==> src/rtl/weight_load_ctrl_pkg.sv <==
// Shared types and default sizing for the systolic-array weight-load sequencer.
// The state enum and default geometry are used by RTL and bench alike.
package wlc_pkg;

  typedef enum logic [2:0] {
    WLC_IDLE  = 3'd0,
    WLC_FETCH = 3'd1,
    WLC_LATCH = 3'd2,
    WLC_RUN   = 3'd3,
    WLC_DONE  = 3'd4
  } wlc_state_e;

  // One filter word packs 2 PE rows x 9 weights of M bits each
  localparam int WLC_PE_ROWS      = 2;
  localparam int WLC_ELEMS_PER_ROW = 9;
  localparam int WLC_M_DEF        = 8;
  localparam int WLC_N_W_DEF      = WLC_PE_ROWS * WLC_ELEMS_PER_ROW;
  localparam int WLC_N_FILTER_DEF = 8;
  localparam int WLC_ADDR_W_DEF   = 8;

endpackage

==> src/rtl/weight_load_ctrl_if.sv <==
// Bundle between the weight-load sequencer and its neighbours (start logic, weight ROM,
// PE weight registers, fmap buffer). master = sequencer side, slave = environment side.
interface weight_load_ctrl_if #(
  parameter int M      = 8,
  parameter int N_W    = 18,
  parameter int ADDR_W = 8
);
  logic                start;
  logic                fmap_finish;
  logic                mem_en;
  logic [ADDR_W-1:0]   mem_addr;
  logic [M*N_W-1:0]    mem_dout;
  logic [M*N_W-1:0]    w_data;
  logic                w_valid;
  logic                fmap_start;
  logic [7:0]          filter_count;
  logic                filter_finish;
  logic                busy;

  modport master (
    input  start, fmap_finish, mem_dout,
    output mem_en, mem_addr, w_data, w_valid, fmap_start,
           filter_count, filter_finish, busy
  );

  modport slave (
    output start, fmap_finish, mem_dout,
    input  mem_en, mem_addr, w_data, w_valid, fmap_start,
           filter_count, filter_finish, busy
  );
endinterface

==> src/rtl/weight_load_ctrl_shadow_reg.sv <==
// Shadow holding register for the prefetched next-filter weight word, plus its valid bit.
// Only exists in builds with WLC_PREFETCH_EN defined.
`ifdef WLC_PREFETCH_EN
module wlc_shadow_reg #(
  parameter int W = 144
) (
  input  logic         clk,
  input  logic         Rst_n,
  input  logic         load_i,
  input  logic         clear_i,
  input  logic [W-1:0] d_i,
  output logic [W-1:0] q_o,
  output logic         valid_o
);
  logic [W-1:0] data_q;
  logic         valid_q;

  // clear wins over load so a late capture cannot resurrect a consumed/aborted word
  always_ff @(posedge clk or negedge Rst_n) begin
    if (!Rst_n) begin
      data_q  <= '0;
      valid_q <= 1'b0;
    end else begin
      if (load_i && !clear_i) data_q <= d_i;
      if (clear_i)            valid_q <= 1'b0;
      else if (load_i)        valid_q <= 1'b1;
    end
  end

  assign q_o     = data_q;
  assign valid_o = valid_q;
endmodule
`endif

==> src/rtl/weight_load_ctrl.sv <==
// Weight-load sequencer: fetches each filter's weight word from ROM, strobes it into the
// PE array and starts the fmap pass. Define WLC_PREFETCH_EN for next-filter prefetch.
//
// state     | meaning
// WLC_IDLE  | waiting for start
// WLC_FETCH | ROM read of filter_count
// WLC_LATCH | ROM data captured into w_data
// WLC_RUN   | weights loaded (strobe on first cycle), fmap pass in progress
// WLC_DONE  | layer complete, filter_finish pulse
module weight_load_ctrl
  import wlc_pkg::*;
#(
  parameter int M        = WLC_M_DEF,
  parameter int N_W      = WLC_N_W_DEF,
  parameter int N_FILTER = WLC_N_FILTER_DEF,
  parameter int ADDR_W   = WLC_ADDR_W_DEF
) (
  input logic                clk,
  input logic                Rst_n,
  weight_load_ctrl_if.master bus
);
  localparam int         W        = M * N_W;
  localparam logic [7:0] LAST_IDX = 8'(N_FILTER - 1);

  wlc_state_e   state_q, state_d;
  logic [7:0]   cnt_q, cnt_d;
  logic [1:0]   run_cyc_q, run_cyc_d;
  logic [W-1:0] w_data_q, w_data_d;
  logic         is_last;
  logic         pf_issue;
  logic         swap;

  assign is_last = (cnt_q == LAST_IDX);

`ifdef WLC_PREFETCH_EN
  logic         pf_pend_q;
  logic         sh_valid;
  logic [W-1:0] sh_data;

  // prefetch goes out on the second RUN cycle; data lands on mem_dout the cycle after
  assign pf_issue = (state_q == WLC_RUN) && (run_cyc_q == 2'd1) && !is_last;
  assign swap     = (state_q == WLC_RUN) && bus.fmap_finish && sh_valid;

  always_ff @(posedge clk or negedge Rst_n) begin
    if (!Rst_n) pf_pend_q <= 1'b0;
    else        pf_pend_q <= pf_issue;
  end

  wlc_shadow_reg #(.W(W)) u_shadow (
    .clk     (clk),
    .Rst_n   (Rst_n),
    .load_i  (pf_pend_q && (state_q == WLC_RUN)),
    .clear_i ((state_q != WLC_RUN) || bus.fmap_finish),
    .d_i     (bus.mem_dout),
    .q_o     (sh_data),
    .valid_o (sh_valid)
  );
`else
  assign pf_issue = 1'b0;
  assign swap     = 1'b0;
`endif

  always_ff @(posedge clk or negedge Rst_n) begin
    if (!Rst_n) state_q <= WLC_IDLE;
    else        state_q <= state_d;
  end

  always_comb begin
    state_d = state_q;
    case (state_q)
      WLC_IDLE:  if (bus.start) state_d = WLC_FETCH;
      WLC_FETCH: state_d = WLC_LATCH;
      WLC_LATCH: state_d = WLC_RUN;
      WLC_RUN:   if (bus.fmap_finish && !swap) state_d = is_last ? WLC_DONE : WLC_FETCH;
      WLC_DONE:  state_d = WLC_IDLE;
      default:   state_d = WLC_IDLE;
    endcase
  end

  always_comb begin
    bus.mem_en        = (state_q == WLC_FETCH) || pf_issue;
    bus.mem_addr      = pf_issue ? ADDR_W'(cnt_q + 8'd1) : ADDR_W'(cnt_q);
    bus.w_valid       = (state_q == WLC_RUN) && (run_cyc_q == 2'd0);
    bus.fmap_start    = (state_q == WLC_RUN) && (run_cyc_q == 2'd0);
    bus.filter_finish = (state_q == WLC_DONE);
    bus.busy          = (state_q != WLC_IDLE);
    bus.filter_count  = cnt_q;
    bus.w_data        = w_data_q;
  end

  // datapath: filter index, weight register and position within the RUN phase
  always_comb begin
    cnt_d    = cnt_q;
    w_data_d = w_data_q;
    if ((state_q == WLC_IDLE && bus.start) || state_q == WLC_DONE) cnt_d = 8'd0;
    if (state_q == WLC_RUN && bus.fmap_finish && !is_last)         cnt_d = cnt_q + 8'd1;
    if (state_q == WLC_LATCH) w_data_d = bus.mem_dout;
`ifdef WLC_PREFETCH_EN
    if (swap) w_data_d = sh_data;
`endif
    run_cyc_d = 2'd0;
    if (state_q == WLC_RUN && state_d == WLC_RUN && !swap)
      run_cyc_d = (run_cyc_q == 2'd2) ? 2'd2 : run_cyc_q + 2'd1;
  end

  always_ff @(posedge clk or negedge Rst_n) begin
    if (!Rst_n) begin
      cnt_q     <= 8'd0;
      w_data_q  <= '0;
      run_cyc_q <= 2'd0;
    end else begin
      cnt_q     <= cnt_d;
      w_data_q  <= w_data_d;
      run_cyc_q <= run_cyc_d;
    end
  end
endmodule

==> src/flat_wrapper.sv <==
// flat-port wrapper written by rule: the top's interface ports become plain ports
module weight_load_ctrl_flat import wlc_pkg::*;
#(
  parameter int M        = WLC_M_DEF,
  parameter int N_W      = WLC_N_W_DEF,
  parameter int N_FILTER = WLC_N_FILTER_DEF,
  parameter int ADDR_W   = WLC_ADDR_W_DEF
)
  (clk, Rst_n, bus_start, bus_fmap_finish, bus_mem_dout, bus_mem_en, bus_mem_addr, bus_w_data, bus_w_valid, bus_fmap_start, bus_filter_count, bus_filter_finish, bus_busy);
  weight_load_ctrl_if #(.M(M), .N_W(N_W), .ADDR_W(ADDR_W)) bus_i ();
  input logic clk;
  input logic Rst_n;
  input wire logic [$bits(bus_i.start)-1:0] bus_start;
  input wire logic [$bits(bus_i.fmap_finish)-1:0] bus_fmap_finish;
  input wire logic [$bits(bus_i.mem_dout)-1:0] bus_mem_dout;
  output wire logic [$bits(bus_i.mem_en)-1:0] bus_mem_en;
  output wire logic [$bits(bus_i.mem_addr)-1:0] bus_mem_addr;
  output wire logic [$bits(bus_i.w_data)-1:0] bus_w_data;
  output wire logic [$bits(bus_i.w_valid)-1:0] bus_w_valid;
  output wire logic [$bits(bus_i.fmap_start)-1:0] bus_fmap_start;
  output wire logic [$bits(bus_i.filter_count)-1:0] bus_filter_count;
  output wire logic [$bits(bus_i.filter_finish)-1:0] bus_filter_finish;
  output wire logic [$bits(bus_i.busy)-1:0] bus_busy;
  assign bus_i.start = bus_start;
  assign bus_i.fmap_finish = bus_fmap_finish;
  assign bus_i.mem_dout = bus_mem_dout;
  assign bus_mem_en = bus_i.mem_en;
  assign bus_mem_addr = bus_i.mem_addr;
  assign bus_w_data = bus_i.w_data;
  assign bus_w_valid = bus_i.w_valid;
  assign bus_fmap_start = bus_i.fmap_start;
  assign bus_filter_count = bus_i.filter_count;
  assign bus_filter_finish = bus_i.filter_finish;
  assign bus_busy = bus_i.busy;
  weight_load_ctrl #(.M(M), .N_W(N_W), .N_FILTER(N_FILTER), .ADDR_W(ADDR_W)) u_core (.clk(clk), .Rst_n(Rst_n), .bus(bus_i));
endmodule
==> config.mk <==
export PLATFORM = sky130hd
export DESIGN_NAME = weight_load_ctrl_flat
export DESIGN_NICKNAME = d
export VERILOG_FILES = /design/src/rtl/weight_load_ctrl_pkg.sv /design/src/rtl/weight_load_ctrl_if.sv /design/src/rtl/weight_load_ctrl_shadow_reg.sv /design/src/rtl/weight_load_ctrl.sv /design/src/flat_wrapper.sv
export SDC_FILE = /design/constraint.sdc
export NUM_CORES = 1
export LEC_CHECK = 0
export BUFFER_PORTS_ARGS = -buffer_cell sky130_fd_sc_hd__buf_2
export CAP_MARGIN = 25
export CORE_UTILIZATION = 23
export DETAILED_ROUTE_END_ITERATION = 12
export PLACE_DENSITY_LB_ADDON = 0.1
export SKIP_LAST_GASP = 1
export SLEW_MARGIN = 20
export SYNTH_ARGS = -nofsm -noshare
export SYNTH_HDL_FRONTEND = slang
export SYNTH_SLANG_ARGS = --single-unit
==> constraint.sdc <==
create_clock -name clk -period 3.9 [get_ports clk]
set_clock_uncertainty 0.05 [all_clocks]
set_input_delay 0.78 -clock clk [delete_from_list [all_inputs] [get_ports clk]]
set_output_delay 0.78 -clock clk [all_outputs]
set_load 0.02 [all_outputs]
=== Yosys cells after proc, flatten, opt, wreduce, memory -nomap -nowiden ===
Cells that the tools add are included.

* Output and inout port bits: 165
* Bits of input ports: 148
* Logic and storage cells: 32
* Register bits after elaboration: 157

* Muxes and demuxes: 8
* Reduce and logical (&&, ||, !) cells: 11
* Add/sub/neg operators: 2
* Equality and inequality tests: 7

{| class="wikitable"
|+ Operator list
! kind !! count
|-
| 8-bit two-way mux || 2
|-
| 3-bit case mux with 4 select lines || 1
|-
| 3-bit by 2-bit equality test with 1-bit output (second input constant) || 3
|-
| 3-bit two-way mux || 3
|-
| 8-bit by 1-bit adder with 8-bit output (second input constant) || 1
|-
| 8-bit by 3-bit equality test with 1-bit output (second input constant) || 1
|-
| 1-bit logical AND || 5
|-
| 2-bit two-way mux || 2
|-
| 3-bit by 1-bit equality test with 1-bit output (second input constant) || 1
|-
| 3-bit equality test (second input constant) || 1
|-
| 3-bit logical NOT || 1
|-
| 3-bit nonzero test || 1
|-
| 2-bit by 1-bit adder with 2-bit output (second input constant) || 1
|-
| 2-bit equality test (second input constant) || 1
|-
| 2-bit logical NOT || 1
|-
| 2-bit nonzero test || 1
|-
| 1-bit logical NOT || 1
|-
| 1-bit logical OR || 1
|}

=== Depth between registers and ports, before layout ===
* Depth after elaboration: 7
* Mapped depth: 7
* Mapped depth without buffers: 5

=== Least setup slack after synthesis ===
OpenSTA, ideal clock, no wires.

* Path kind: reg2out
* Start: reg u_core.state_q[2]
* End: out bus_w_valid
* Arrival time: 1.116 ns
* Slack: 1.954 ns
* Stages on the path, launching flop included: 5
* Cells stage by stage: dfrtp_1 > clkbuf_1 > nor2_1 > and2_1 > buf_4

* Longest elaborated chain between the ends: 2

{| class="wikitable"
|+ RTL lines
! element !! line !! source
|-
| from (decl) || weight_load_ctrl.sv:25 || <nowiki>wlc_state_e state_q, state_d;</nowiki>
|-
| from (signal assigned) || weight_load_ctrl.sv:65 || <nowiki>else state_q <= state_d;</nowiki>
|-
| 3-bit by 2-bit equality test with 1-bit output || -- ||
|-
| 1-bit logical AND || -- ||
|-
| to (decl) || flat_wrapper.sv:19 || <nowiki>output wire logic [$bits(bus_i.w_valid)-1:0] bus_w_valid;</nowiki>
|}

No other way between the ends.

=== Worst setup path in the final report ===
* Start: reg u_core.state_q[1]
* End: out bus_w_valid

* Longest elaborated chain between the ends: 2

{| class="wikitable"
|+ RTL lines
! element !! line !! source
|-
| 3-bit by 2-bit equality test with 1-bit output || weight_load_ctrl.sv:83 || <nowiki>bus.w_valid = (state_q == WLC_RUN) && (run_cyc_q == 2'd0);</nowiki>
|-
| 1-bit logical AND || weight_load_ctrl.sv:83 ||
|}

No other way between the ends.

==> flow_summary_export.csv <==
group,metric,value,unit
floorplan,start_util,0.234,
place,io_buffers,312,
run_status,status,"complete, no violations",
logic_synthesis,netlist_top_cells_area,"dfrtp_1 64%, mux2_1 27%, buf_4 1.8%, buf_2 0.90%, nand3_1 0.90%",
drt,firstDrtPassIters,4,
drt,viasPerCell,4.08,
finish,area.sequential,3930,um^2
timing,final-hold-violation-count,0,
floorplan,die_area,27200,um^2
power,p_seq_frac,0.363,
power,leakage,4.18,nW
finish,n_fill_cell,2682,
clock_network,clock_latency,0.41,ns
floorplan,io_pins,313,
critical_path,cp_max_fo,8,
clock_network,cts_hold_buf,0,
finish,area_growth,40.2,%
drt,drc,0,
floorplan,die_h,165,um
floorplan,rows,59,
clock_network,cts_max_level,4,
logic_synthesis,ys_async_sr_fraction,1.00,
critical_path,crit_required,3.07,ns
global_route,track_usage,0.115,
logic_synthesis,ys_warn_count,0,
critical_path,arrival,1.57,ns
power,power.switching,0.00315,W
logic_synthesis,synth-main-ff-cell,"dfrtp_1",
worst_hold_path,hold_path_class,"in -> async",
power,p_comb_frac,0.430,
global_route,grt_remaining_overflow,0,
power,swShare,0.403,
clock_network,clock-sinks,157,
power,peakVddDrop,0.464,mV
critical_path,startpoint_type,"flop",
global_route,grt_pass1_wl,23800,um
power,power_density,912,nW/um^2
place,dpl.hpwl,11800,um
timing,relSlewSlack,0.530,
critical_path,worst_setup_path_end_kind,"primary output",
logic_synthesis,synth_top_area_share,0.643,
logic_synthesis,syn_inst,390,
logic_synthesis,synthTopCellsByCount,"157 x dfrtp_1, 144 x mux2_1, 15 x buf_4",
logic_synthesis,synth_area_leader_cell,"dfrtp_1",
critical_path,path_cells,"nand2_1, nor2_1, and2_1, buf_2",
timing,grt_setup_unrepaired,"no",
clock_network,cts_made_buffers,17,
logic_synthesis,synth_edf_count,0,
timing,worst_pin_slew,0.705,ns
timing,finalSetupViolCount,0,
finish,multi_input_area,1980,um^2
timing,fin_crit,2.40,ns
logic_synthesis,yosysSeqAreaShare,0.643,
clock_network,clock_path_buffers,2,
drt,routedWlPerCell,15.2,um
drt,first_iter_violations,123,
timing,finalWorstSetupSlack,1.50,ns
logic_synthesis,ys_ff_latch,157,
floorplan,die_x,165,um
place,dp_slack,1.79,ns
timing,period_share,0.615,
drt,num_vias,4264,
clock_network,cts_root_buf,"clkbuf_16",
timing,slew_violations,0,
power,intPower,0.00466,W
finish,diodes,0,
logic_synthesis,synth_nets,540,
logic_synthesis,synth_area,6110,um^2
logic_synthesis,syn_avg_cell_area,15.7,um^2
place,gp_congestion,0.773,
clock_network,path_clk_slew,0.07,ns
clock_network,cts_resized,0,
clock_network,post_cts_buffers,0,
drt,routed_wl,15900,um
logic_synthesis,synth_most_common_cell,"dfrtp_1",
global_route,grt_max_degree,79,
critical_path,criticalPathCategory,"reg -> out",
timing,tns,0,ns
global_route,grt_pass1_vias,4423,
drt,antenna_left,0,
flow_run,cap_violations,0,
clock_network,cts_tree,"yes",
finish,drive_above_1_share,0.494,
logic_synthesis,synth_cell_types,27,
critical_path,critPathMaxStageDelay,0.46,ns
finish,nets,847,
power,clkPwrFrac,0.207,
timing,fmax,0.417,GHz
critical_path,cp_slowest_cell,"dfrtp_1",
floorplan,coreArea,26100,um^2
power,fin_total_pwr,0.00781,W
global_route,antenna_found_initial,0,
==> worst paths after layout <==
check | depth (start not counted) | slack, ns | endpoint | from
setup / recovery | 4 | 1.50 | bus_w_valid | u_core.state_q[1]
hold / removal | 1 | 0.33 | u_core.bus.w_data[105] | Rst_n
setup reg to reg | 4 | 1.90 | u_core.bus.filter_count[5] | u_core.bus.filter_count[3]
hold reg to reg | 1 | 0.43 | u_core.bus.w_data[70] | u_core.bus.w_data[70]
max in group asynchronous | 2 | 2.68 | u_core.bus.w_data[130] | Rst_n
min in group clk | 1 | 0.43 | u_core.bus.w_data[70] | u_core.bus.w_data[70]
==> placed cells by master, fill, tap and decap left out, types with 2 or more instances in the layout <==
| cell | instances |
|---|---|
| inv_1 | 4 |
| clkinvlp_4 | 3 |
| and3_1 | 6 |
| dfrtp_1 | 157 |
| clkinv_4 | 4 |
| buf_4 | 2 |
| nor3_1 | 3 |
| nand3b_1 | 2 |
| buf_12 | 3 |
| nand4_1 | 2 |
| clkbuf_16 | 17 |
| and2_1 | 3 |
| inv_8 | 2 |
| nand2_1 | 4 |
| inv_6 | 2 |
| buf_2 | 311 |
| nor2_1 | 4 |
| or3_1 | 3 |
| ha_1 | 2 |
| mux2_1 | 144 |
| o21ai_1 | 5 |
| a211o_1 | 2 |
| nand3_1 | 11 |
==> metal layers <==
| layer | wire length (um) | vias to the layer above | track usage |
|---|---|---|---|
| met5 | 0 | - | 0 |
| met4 | 181 | 0 | 0.0334 |
| met3 | 1250 | 10 | 0.0372 |
| met2 | 8060 | 177 | 0.204 |
| met1 | 6390 | 2093 | 0.131 |
| li1 | - | 1984 | - |
==> critical path, delay by kind of cell, from the launching register on <==
family / cells / cell delay, ns
DFF: 1 / 0.46
and+or+nand+nor: 3 / 0.51
buffers and inverters: 1 / 0.18
==> per-stage QoR <==
step / cell area, um^2 / hold WS [ns] / util / cells
after global routing: 8560 / 0.371 / 0.329 / 1045
after floorplan: 6110 / 0.434 / - / 390
final: 8560 / 0.326 / 0.329 / 1045
after detailed placement: 7990 / 0.419 / 0.307 / 1013
after global placement: 7990 / 0.412 / 0.307 / 1013
after CTS: 8560 / 0.342 / 0.329 / 1045
==> power groups by stage <==
| stage | Clock, W | Combinational, W | Sequential (W) |
|---|---|---|---|
| final | 0.00162 | 0.00335 | 0.00283 |
| after global routing | 0.00178 | 0.00362 | 0.00295 |
| after CTS | 0.00170 | 0.00343 | 0.00285 |
| after global placement | 0 | 0.00339 | 0.00284 |
| after detailed placement | 0 | 0.00343 | 0.00287 |
| after floorplan | 0 | 0.00120 | 0.00383 |
==> area by class of cell <==
cell class | instances | area share
Sequential cell | 157 | 0.459
Tap cell | 335 | 0.0489
Multi-Input combinational cell | 200 | 0.231
Timing Repair Buffer | 317 | 0.192
Clock inverter | 13 | 0.0155
Inverter | 4 | 0.00175
Clock buffer | 19 | 0.0517
==> cell families after synthesis <==
group | Yosys count | synth area share
flip-flops | 157 | 0.643
AND/OR/NAND/NOR | 42 | 0.0391
AO/OA/AOI/OAI | 12 | 0.0150
multiplexers | 144 | 0.266
adder cells (fa/ha/maj) | 2 | 0.00410
buffers and inverters | 33 | 0.0330
==> sequential cells by signal (all words and copies together) (netlist names) <==
name and flops:
u_core.state_q 3, u_core.bus.filter_count 8, u_core.run_cyc_q 2, u_core.bus.w_data 144
(Power assumes the default switching activity.)
